==> src/rtl/lcsdr_tune_pkg.sv <==
// Shared constants for the encoder tuning controller: step table and FSM encoding.
package lcsdr_tune_pkg;

    // Number of selectable tuning steps
    localparam int NSTEP = 6;

    // FSM state encoding (exported on state_dbg)
    localparam logic [1:0] ST_PUSH_INIT = 2'd0;
    localparam logic [1:0] ST_IDLE      = 2'd1;
    localparam logic [1:0] ST_CALC      = 2'd2;
    localparam logic [1:0] ST_PUSH      = 2'd3;

    // Step size in frequency-word units for a given step index
    function automatic logic [31:0] step_val(input logic [2:0] idx);
        logic [31:0] v;
        case (idx)
            3'd0:    v = 32'd1;
            3'd1:    v = 32'd10;
            3'd2:    v = 32'd100;
            3'd3:    v = 32'd1000;
            3'd4:    v = 32'd10000;
            3'd5:    v = 32'd100000;
            default: v = 32'd1;
        endcase
        return v;
    endfunction

endpackage

==> src/rtl/tune_accel_win.sv <==
// Detent-speed detector: a detent arriving within ACC_WIN cycles of the
// previous one is flagged as accelerated. The counter resets to ACC_WIN so
// the very first detent after reset is never accelerated.
module tune_accel_win #(
    parameter int ACC_WIN = 500000
) (
    input  logic clk,
    input  logic rst_n,
    input  logic enc_cnt,
    output logic accel
);

    localparam int CW = $clog2(ACC_WIN + 1);
    localparam logic [CW-1:0] WIN_MAX = CW'(ACC_WIN);

    logic [CW-1:0] win_cnt;

    // Cycles since the last detent, saturating; accel latched on each detent
    always_ff @(posedge clk or negedge rst_n) begin
        if (!rst_n) begin
            win_cnt <= WIN_MAX;
            accel   <= 1'b0;
        end else if (enc_cnt) begin
            win_cnt <= '0;
            accel   <= (win_cnt < WIN_MAX);
        end else if (win_cnt != WIN_MAX) begin
            win_cnt <= win_cnt + 1'b1;
        end
    end

endmodule

==> src/rtl/enc_tune_ctrl.sv <==
// Encoder tuning controller: detents accumulate in a signed pending counter,
// CALC applies them one per cycle to a saturating working word, and each
// changed word is offered to the NCO.
//
// Handshake: upd_valid rises with a new freq_word; freq_word is held stable
// while upd_valid=1; the transfer happens on a rising clk edge where
// upd_valid & upd_ready are both 1, after which upd_valid drops.
module enc_tune_ctrl
    import lcsdr_tune_pkg::*;
#(
    parameter int              FW      = 32,
    parameter logic [FW-1:0]   F_MIN   = '0,
    parameter logic [FW-1:0]   F_MAX   = '1,
    parameter logic [FW-1:0]   F_INIT  = '0,
    parameter int              ACC_WIN = 500000,
    parameter int              ACC_SH  = 2,
    parameter int              PEND_W  = 6
) (
    input  logic          clk,
    input  logic          rst_n,
    input  logic          enc_cnt,
    input  logic          enc_dir,
    input  logic          enc_sw,
    output logic [FW-1:0] freq_word,
    output logic [2:0]    step_idx,
    output logic          accel,
    output logic          upd_valid,
    input  logic          upd_ready,
    output logic [1:0]    state_dbg
);

    localparam int PW = PEND_W + 2;
    localparam logic signed [PW-1:0] P_ONE    = PW'(1);
    localparam logic signed [PW-1:0] M_ONE    = PW'(-1);
    localparam logic signed [PW-1:0] PEND_LIM = PW'((1 << (PEND_W - 1)) - 1);
    localparam logic signed [PW-1:0] PEND_NEG = PW'(1 - (1 << (PEND_W - 1)));
    localparam logic [2:0] STEP_LAST = 3'(NSTEP - 1);

    logic [1:0]               state;
    logic [FW-1:0]            work;
    logic signed [PEND_W-1:0] pending;
    logic signed [PEND_W-1:0] pend_nxt;
    logic signed [PW-1:0]     cap_d, con_d, pend_sum;
    logic                     calc_step, step_up;
    logic [FW:0]              base, eff, sum_up, sum_dn;
    logic [FW-1:0]            work_step, work_nxt;

    assign state_dbg = state;
    assign calc_step = (state == ST_CALC) && (pending != '0);
    assign step_up   = !pending[PEND_W-1];

    tune_accel_win #(
        .ACC_WIN (ACC_WIN)
    ) u_accel (
        .clk     (clk),
        .rst_n   (rst_n),
        .enc_cnt (enc_cnt),
        .accel   (accel)
    );

    // Pending counter: capture and CALC consumption net together, then saturate
    always_comb begin
        cap_d = '0;
        if (enc_cnt) cap_d = enc_dir ? P_ONE : M_ONE;
        con_d = '0;
        if (calc_step) con_d = step_up ? M_ONE : P_ONE;
        pend_sum = $signed({{2{pending[PEND_W-1]}}, pending}) + cap_d + con_d;
        pend_nxt = pend_sum[PEND_W-1:0];
        if (pend_sum > PEND_LIM) pend_nxt = PEND_LIM[PEND_W-1:0];
        else if (pend_sum < PEND_NEG) pend_nxt = PEND_NEG[PEND_W-1:0];
    end

    // One-detent step of the working word, clamped to [F_MIN, F_MAX]
    always_comb begin
        base   = (FW+1)'(step_val(step_idx));
        eff    = accel ? (base << ACC_SH) : base;
        sum_up = {1'b0, work} + eff;
        sum_dn = {1'b0, work} - eff;
        if (step_up) begin
            work_step = (sum_up > {1'b0, F_MAX}) ? F_MAX : sum_up[FW-1:0];
        end else begin
            work_step = (sum_dn[FW] || (sum_dn[FW-1:0] < F_MIN)) ? F_MIN : sum_dn[FW-1:0];
        end
        work_nxt = calc_step ? work_step : work;
    end

    // Control FSM, step selection and output registers
    always_ff @(posedge clk or negedge rst_n) begin
        if (!rst_n) begin
            state     <= ST_PUSH_INIT;
            freq_word <= F_INIT;
            work      <= F_INIT;
            step_idx  <= '0;
            upd_valid <= 1'b0;
            pending   <= '0;
        end else begin
            pending <= pend_nxt;
            work    <= work_nxt;
            if (enc_sw) step_idx <= (step_idx == STEP_LAST) ? 3'd0 : step_idx + 3'd1;
            case (state)
                ST_PUSH_INIT: begin
                    upd_valid <= 1'b1;
                    state     <= ST_PUSH;
                end
                ST_IDLE: begin
                    if (pending != '0) state <= ST_CALC;
                end
                ST_CALC: begin
                    if (pend_nxt == '0) begin
                        if (work_nxt != freq_word) begin
                            freq_word <= work_nxt;
                            upd_valid <= 1'b1;
                            state     <= ST_PUSH;
                        end else begin
                            state <= ST_IDLE;
                        end
                    end
                end
                ST_PUSH: begin
                    if (upd_ready) begin
                        upd_valid <= 1'b0;
                        state     <= (pending != '0) ? ST_CALC : ST_IDLE;
                    end
                end
                default: state <= ST_IDLE;
            endcase
        end
    end

endmodule
==> config.mk <==
export PLATFORM = sky130hd
export DESIGN_NAME = enc_tune_ctrl
export DESIGN_NICKNAME = d
export VERILOG_FILES = /design/src/rtl/lcsdr_tune_pkg.sv /design/src/rtl/tune_accel_win.sv /design/src/rtl/enc_tune_ctrl.sv
export SDC_FILE = /design/constraint.sdc
export NUM_CORES = 1
export LEC_CHECK = 0
export CAP_MARGIN = 20
export CORE_MARGIN = 10
export CORE_UTILIZATION = 30
export CTS_BUF_LIST = sky130_fd_sc_hd__clkbuf_16
export DETAILED_ROUTE_END_ITERATION = 16
export PLACE_DENSITY_LB_ADDON = 0.15
export SLEW_MARGIN = 20
export SYNTH_ARGS = -nofsm -noshare
export SYNTH_HDL_FRONTEND = slang
export SYNTH_SLANG_ARGS = --single-unit
==> constraint.sdc <==
create_clock -name clk -period 6.85 [get_ports clk]
set_input_delay 2.055 -clock clk [delete_from_list [all_inputs] [get_ports clk]]
set_output_delay 2.055 -clock clk [all_outputs]
set_load 0.005 [all_outputs]
==> results.yml <==
run_status:
  outcome: "finished, final reports clean"
cts:
  clock_path_buffers: 2
  cts_htree_levels: 3
  cts_setup_buffers: 0
  cts.reportedPaths.clkPinSlew_ns: 0.08
  cts_root_buf: "clkbuf_16"
  cts_tree: "done"
  cts_resized: 0
  clk_latency_ns: 0.37
  ctsHoldBuffers: 0
  clock_sinks: 96
  cts_buffers: 9
sta:
  worst_slack_ns: 0.359
  setup_viol: 0
  max_freq_ghz: 0.154
  final.period_utilization_pct: 94.8
  hold_viol_final: 0
  hold_ws_ns: 0.516
  tightest_slew_ns: 0.964
  period_needed_ns: 6.49
  fin_skew_ns: 0.0160
  max_slew_margin_pct: 35.5
  tns_ns: 0
  report.final.slew_viol_count: 0
  rsz0062_at_grt: "no"
yosys:
  syn_area_per_cell_um2: 8.26
  syn_nets: 1177
  synth_adder_area_share_pct: 8.06
  ys_warn_count: 0
  synth_simple_gate_area_share_pct: 22.9
  synth_compound_area_share_pct: 25.4
  yosysTopAreaCell: "dfrtp_1"
  syn_area_um2: 9220
  synth_ff_type: "dfrtp_1"
  yosys.area.top_type_share_pct: 24.1
  ys_seq_area_share_pct: 26.1
  synth_edf_count: 0
  synth_xor_area_share_pct: 6.46
  synth_top_family_by_area: "compound AO/OA/AOI/OAI gates"
  synth.distinct_cells: 90
  syn-instance-count: 1117
  synth-async-reset-ratio_pct: 100
  synth_area_leaders: "dfrtp_1 (24%), ha_1 (6.1%), xnor2_1 (4.1%)"
  ys_ff_latch: 96
  synthMuxAreaShare_pct: 5.33
worst_setup_path:
  cp-end-kind: "register"
  critPathMaxFanout: 15
  critPathArrivalTime_ns: 6.74
  path_class: "reg -> reg"
  worst-r2r-setup-slack_ns: 0.36
  cp.required_ns: 7.10
  startpoint_type: "register"
routing:
  route.detailed.drc: 0
  avgRoutedWirePerCell_um: 22.7
  vias_per_cell: 5.76
  num_vias: 8897
  drtAntennaViolNets: 0
  drtIter0Drc: 736
  drt-pass1-iter-count: 5
  wl_um: 35100
global_route:
  grt_overflow: 0
  grt_pass1_wl_um: 53800
  grt_max_degree: 59
  grt_antenna_before_repair: 0
  grt_use_total_pct: 17.9
  grt_pass1_vias: 8769
cells_and_area:
  final_cell_mix: "nor2_1 (98), dfrtp_1 (89), nand2_1 (87), a21oi_1 (68), inv_1 (56)"
  antenna_cells: 0
  area_growth_pct: 12.9
  post-route-util_pct: 34.2
  layout_commonest_cell: "nor2_1"
  nets: 1203
  drive_gt1_share_pct: 9.49
die:
  initial_core_util_pct: 30.3
  core_area_um2: 30400
  die_w_um: 195
  die_h_um: 195
  die-area_um2: 38200
  ios: 45
  rows: 64
flow_run:
  maxCapViolations: 0
place:
  gp_congestion: 0.926
  portBuffers: 44
  dpl_worst_slack_ns: 0.0598
  hpwl_um: 27100
hold_path:
  hp-class: "reg -> reg"
-- cell usage after synthesis, types with 9 or more instances --
cell	number
nor4_1	15
a21oi_1	68
buf_2	17
or4_1	10
a211o_1	9
nand4_1	15
and2_1	13
nand2_1	87
o31a_1	10
xnor2_1	43
nand3_1	38
nor2_1	98
nand2b_1	21
nor2b_1	19
dfrtp_1	89
o31ai_1	10
a31oi_1	23
nor3_1	31
ha_1	45
xor2_1	25
fa_1	9
mux2_4	19
inv_1	54
clkbuf_1	30
o22ai_1	9
o211ai_1	10
or3_1	12
a211oi_1	21
and3_1	13
o21ai_0	48
a21o_1	15
-- final timing paths --
check,startpoint,to,depth (start not counted)
hold / removal,u_accel.win_cnt[17],u_accel.win_cnt[17],2
hold reg to reg,u_accel.win_cnt[17],u_accel.win_cnt[17],2
max in group asynchronous,rst_n,work[26],2
setup / recovery,step_idx[0],freq_word[3],20
setup reg to reg,step_idx[0],freq_word[3],20
min in group asynchronous,rst_n,u_accel.win_cnt[7],1
-- sequential cells by signal, indices dropped and copies added (netlist names) --
name / count
upd_valid: 1
work: 32
step_idx: 3
u_accel.accel: 1
state_dbg: 2
pending: 6
u_accel.win_cnt: 19
freq_word: 32
-- layout make-up --
cell class                 count  area (µm²)
clock inverter                 7        63.8
clock buffer                   9         225
multi-input combinational    900        6300
sequential                    96        2410
inverter                      63         239
tap                          396         495
timing repair buffer          73         676
fill                        3212       20000
-- cell families (layout without fill, tap and decap cells) --
| family | after synthesis | count (layout) |
|---|---|---|
| buf+inv | 121 | 152 |
| xor+xnor | 68 | 68 |
| simple gates | 406 | 406 |
| flops | 96 | 96 |
| fa+ha+maj | 54 | 54 |
| compound gates | 334 | 334 |
| mux | 38 | 38 |
-- layer usage --
metal  part of all wire, %  GRT usage [%]  vias to the layer above
met2                    44           27.2                      332
met1                    47           25.0                     4327
li1                      -              -                     4193
met3                   6.9           3.43                       45
met4                   2.2           5.26                        0
met5                     0              0                        -
-- metrics by stage --
stage / std cells / area [µm²]
6_report: 1544 / 10400
5_1_grt: 1544 / 10400
4_1_cts: 1543 / 10400
3_5_place_dp: 1527 / 10100
3_3_place_gp: 1527 / 10100
2_1_floorplan: 1117 / 9220
-- worst max-delay path, stage by stage, from the launching register on --
cell and delay (ns):
dfrtp_1 0.38, and2_1 0.16, ha_1 0.27, nor3_1 0.48
ha_1 0.29, inv_1 0.07, fa_1 0.41, nor2b_2 0.20
o311ai_2 0.40, and2_1 0.34, o31a_1 0.57, a211o_1 0.24
a2bb2oi_1 0.12, a2111oi_0 0.50, nand4b_1 0.19, nor4_2 0.39
nand3_1 0.16, or3_4 0.43, nor2b_4 0.24, buf_16 0.20
mux2_1 0.32
Power is not shown: default switching activity piles up to over one toggle a cycle in this logic, so the estimate is an artifact.
==> patch: new RTL, same settings <==
`ACC_WIN` is set to 500000 in 2 places; all go to 250000.
--- a/src/rtl/tune_accel_win.sv
+++ b/src/rtl/tune_accel_win.sv
@@ -2,7 +2,7 @@
 // previous one is flagged as accelerated. The counter resets to ACC_WIN so
 // the very first detent after reset is never accelerated.
 module tune_accel_win #(
-    parameter int ACC_WIN = 500000
+    parameter int ACC_WIN = 250000
 ) (
     input  logic clk,
     input  logic rst_n,
--- a/src/rtl/enc_tune_ctrl.sv
+++ b/src/rtl/enc_tune_ctrl.sv
@@ -12,7 +12,7 @@
     parameter logic [FW-1:0]   F_MIN   = '0,
     parameter logic [FW-1:0]   F_MAX   = '1,
     parameter logic [FW-1:0]   F_INIT  = '0,
-    parameter int              ACC_WIN = 500000,
+    parameter int              ACC_WIN = 250000,
     parameter int              ACC_SH  = 2,
     parameter int              PEND_W  = 6
 ) (
Formal check against the unedited RTL: same outputs for any inputs over 4 cycles, from zero or initial values and one cycle with rst_n low; that may be too few to reach the edited logic, so the function may still have changed.
==> patch against the unedited design <==
  * Routed wire length increased by 1.6%
  * First-iteration DRC count grew 29%
  * Final area grew 1.4%
  * Die area fell by 0.84%
  * Sequential cell count shrank 1
  * Critical path depth shrank 1
  * Clock skew rose by 0.0010 ns
  * Setup slack worse by 0.053 ns
  * Final cell count down 1.2%
  * Area after synthesis decreased by 0.94%
  * Non-clock buffer count grew 20
  * Critical path type unchanged
  * Critical endpoint is now freq_word[20]$_DFFE_PN0P_
Power is left out: the tool's default activity adds up to more than one toggle a clock period on the data nets, which glitch-free logic cannot reach.
==> patch: results (changes against the unedited design) <==
worst r2r path cells=19 (-5.0%); placed cells=1504 (-1.5%); Critical Path End=freq_word[20]$_DFFE_PN0P_; Final #Nets=1191 (-1.0%); slowest library cell on the worst path=dfrtp_1; vias per cell=5.84 (+1.3%); clk_skew=0.0170 ns (+0.00100 ns); reg2reg start=step_idx[2]$_DFFE_PN0P_; dpl ws=-0.218 ns (-0.278 ns); status=complete, no violations; Worst Path Arrival=6.80 ns (+0.06 ns); M1 WL=16.4 mm (+0.32%); highest clock rate=153 MHz (-0.81%); hold_sp=u_accel.win_cnt[12]$_DFFE_PN1P_; Hold EP=u_accel.win_cnt[12]$_DFFE_PN1P_; Worst path max stage delay=0.61 ns (+0.04 ns); syn_area_per_cell=8.45 µm² (+2.4%); HPWL Detailed=27.5 mm (+1.6%); post-CTS setup buffers=1 (+1); Final Wtd Congestion=0.947 (+2.3%); final wirelength=35.6 mm (+1.6%); first-pass GRT wire length=54.6 mm (+1.5%); wire length per cell=23.3 µm (+2.8%); met3 WL post-DR=2.39 mm (-1.6%); registers with the most flip-flops=freq_word: 32 flops, work: 32 flops, u_accel.win_cnt: 18 flops; Post-synth top cells=96 x nor2_1, 88 x dfrtp_1, 78 x nand2_1; GR Util met2=28.6% (+1.3 points); Post-DP Area=10200 µm² (+0.78%); crit path max fanout=12 (-3); vias in the first global route=8576 (-2.2%); share of cells above drive strength 1=13.3% (+3.8 points); DRT Pass-1 Iters=5 (unchanged); Global Route Usage Sum=18.2% (+0.29 points); largest net degree at the start of global routing=49 (-17%); hold_ws=0.530 ns (+0.0141 ns); area grow syn2layout=15.5%; sequential fraction of the synthesis area=26.1% (-0.027 points); Yosys top cell area share=24.1% (-0.046 points); met1 usage=25.4% (+0.38 points); top cells by area, synth=dfrtp_1 24%, ha_1 6.2%, nor2_1 3.9%; total of fill cells in the finished design=3089 (-3.8%); Rel. slew slack=43.7% (+8.2 points); Netlist cell types=102 (+13%); met3 global-route usage=2.65% (-0.78 points); Post-CTS Resized=2 (+2)
==> patch: cell count changes in the layout (fill, tap and decap cells not counted), moves of 7 or more <==
cell and change:
mux2_2 +7, nand2_1 -9, mux2_1 -8, buf_4 +18
nand3_1 -10, nor3_1 +8, inv_2 -7, or4_1 -7
o21ai_0 +13, inv_1 +10
==> patch: cell families (layout without fill, tap and decap cells) <==
kind of cell               count (synthesis)  after routing  synth area share, %
AOI/OAI and AO/OA                        338            338                 27.4
xor gates and xnor gates                  61             61                 5.85
adders and majority gates                 54             54                 8.13
buffers and inverters                    121            176                 5.61
DFF                                       95             95                 26.1
muxes                                     36             36                 5.20
and+or+nand+nor                          376            376                 21.7
==> patch: cell type report <==
class / instances / share of cell area, %
Clock inverter: 7 / 0.782
Multi-Input combinational cell: 865 / 59.6
Tap cell: 390 / 4.62
Sequential cell: 95 / 22.6
Clock buffer: 9 / 2.13
Timing Repair Buffer: 93 / 7.87
Inverter: 67 / 2.38
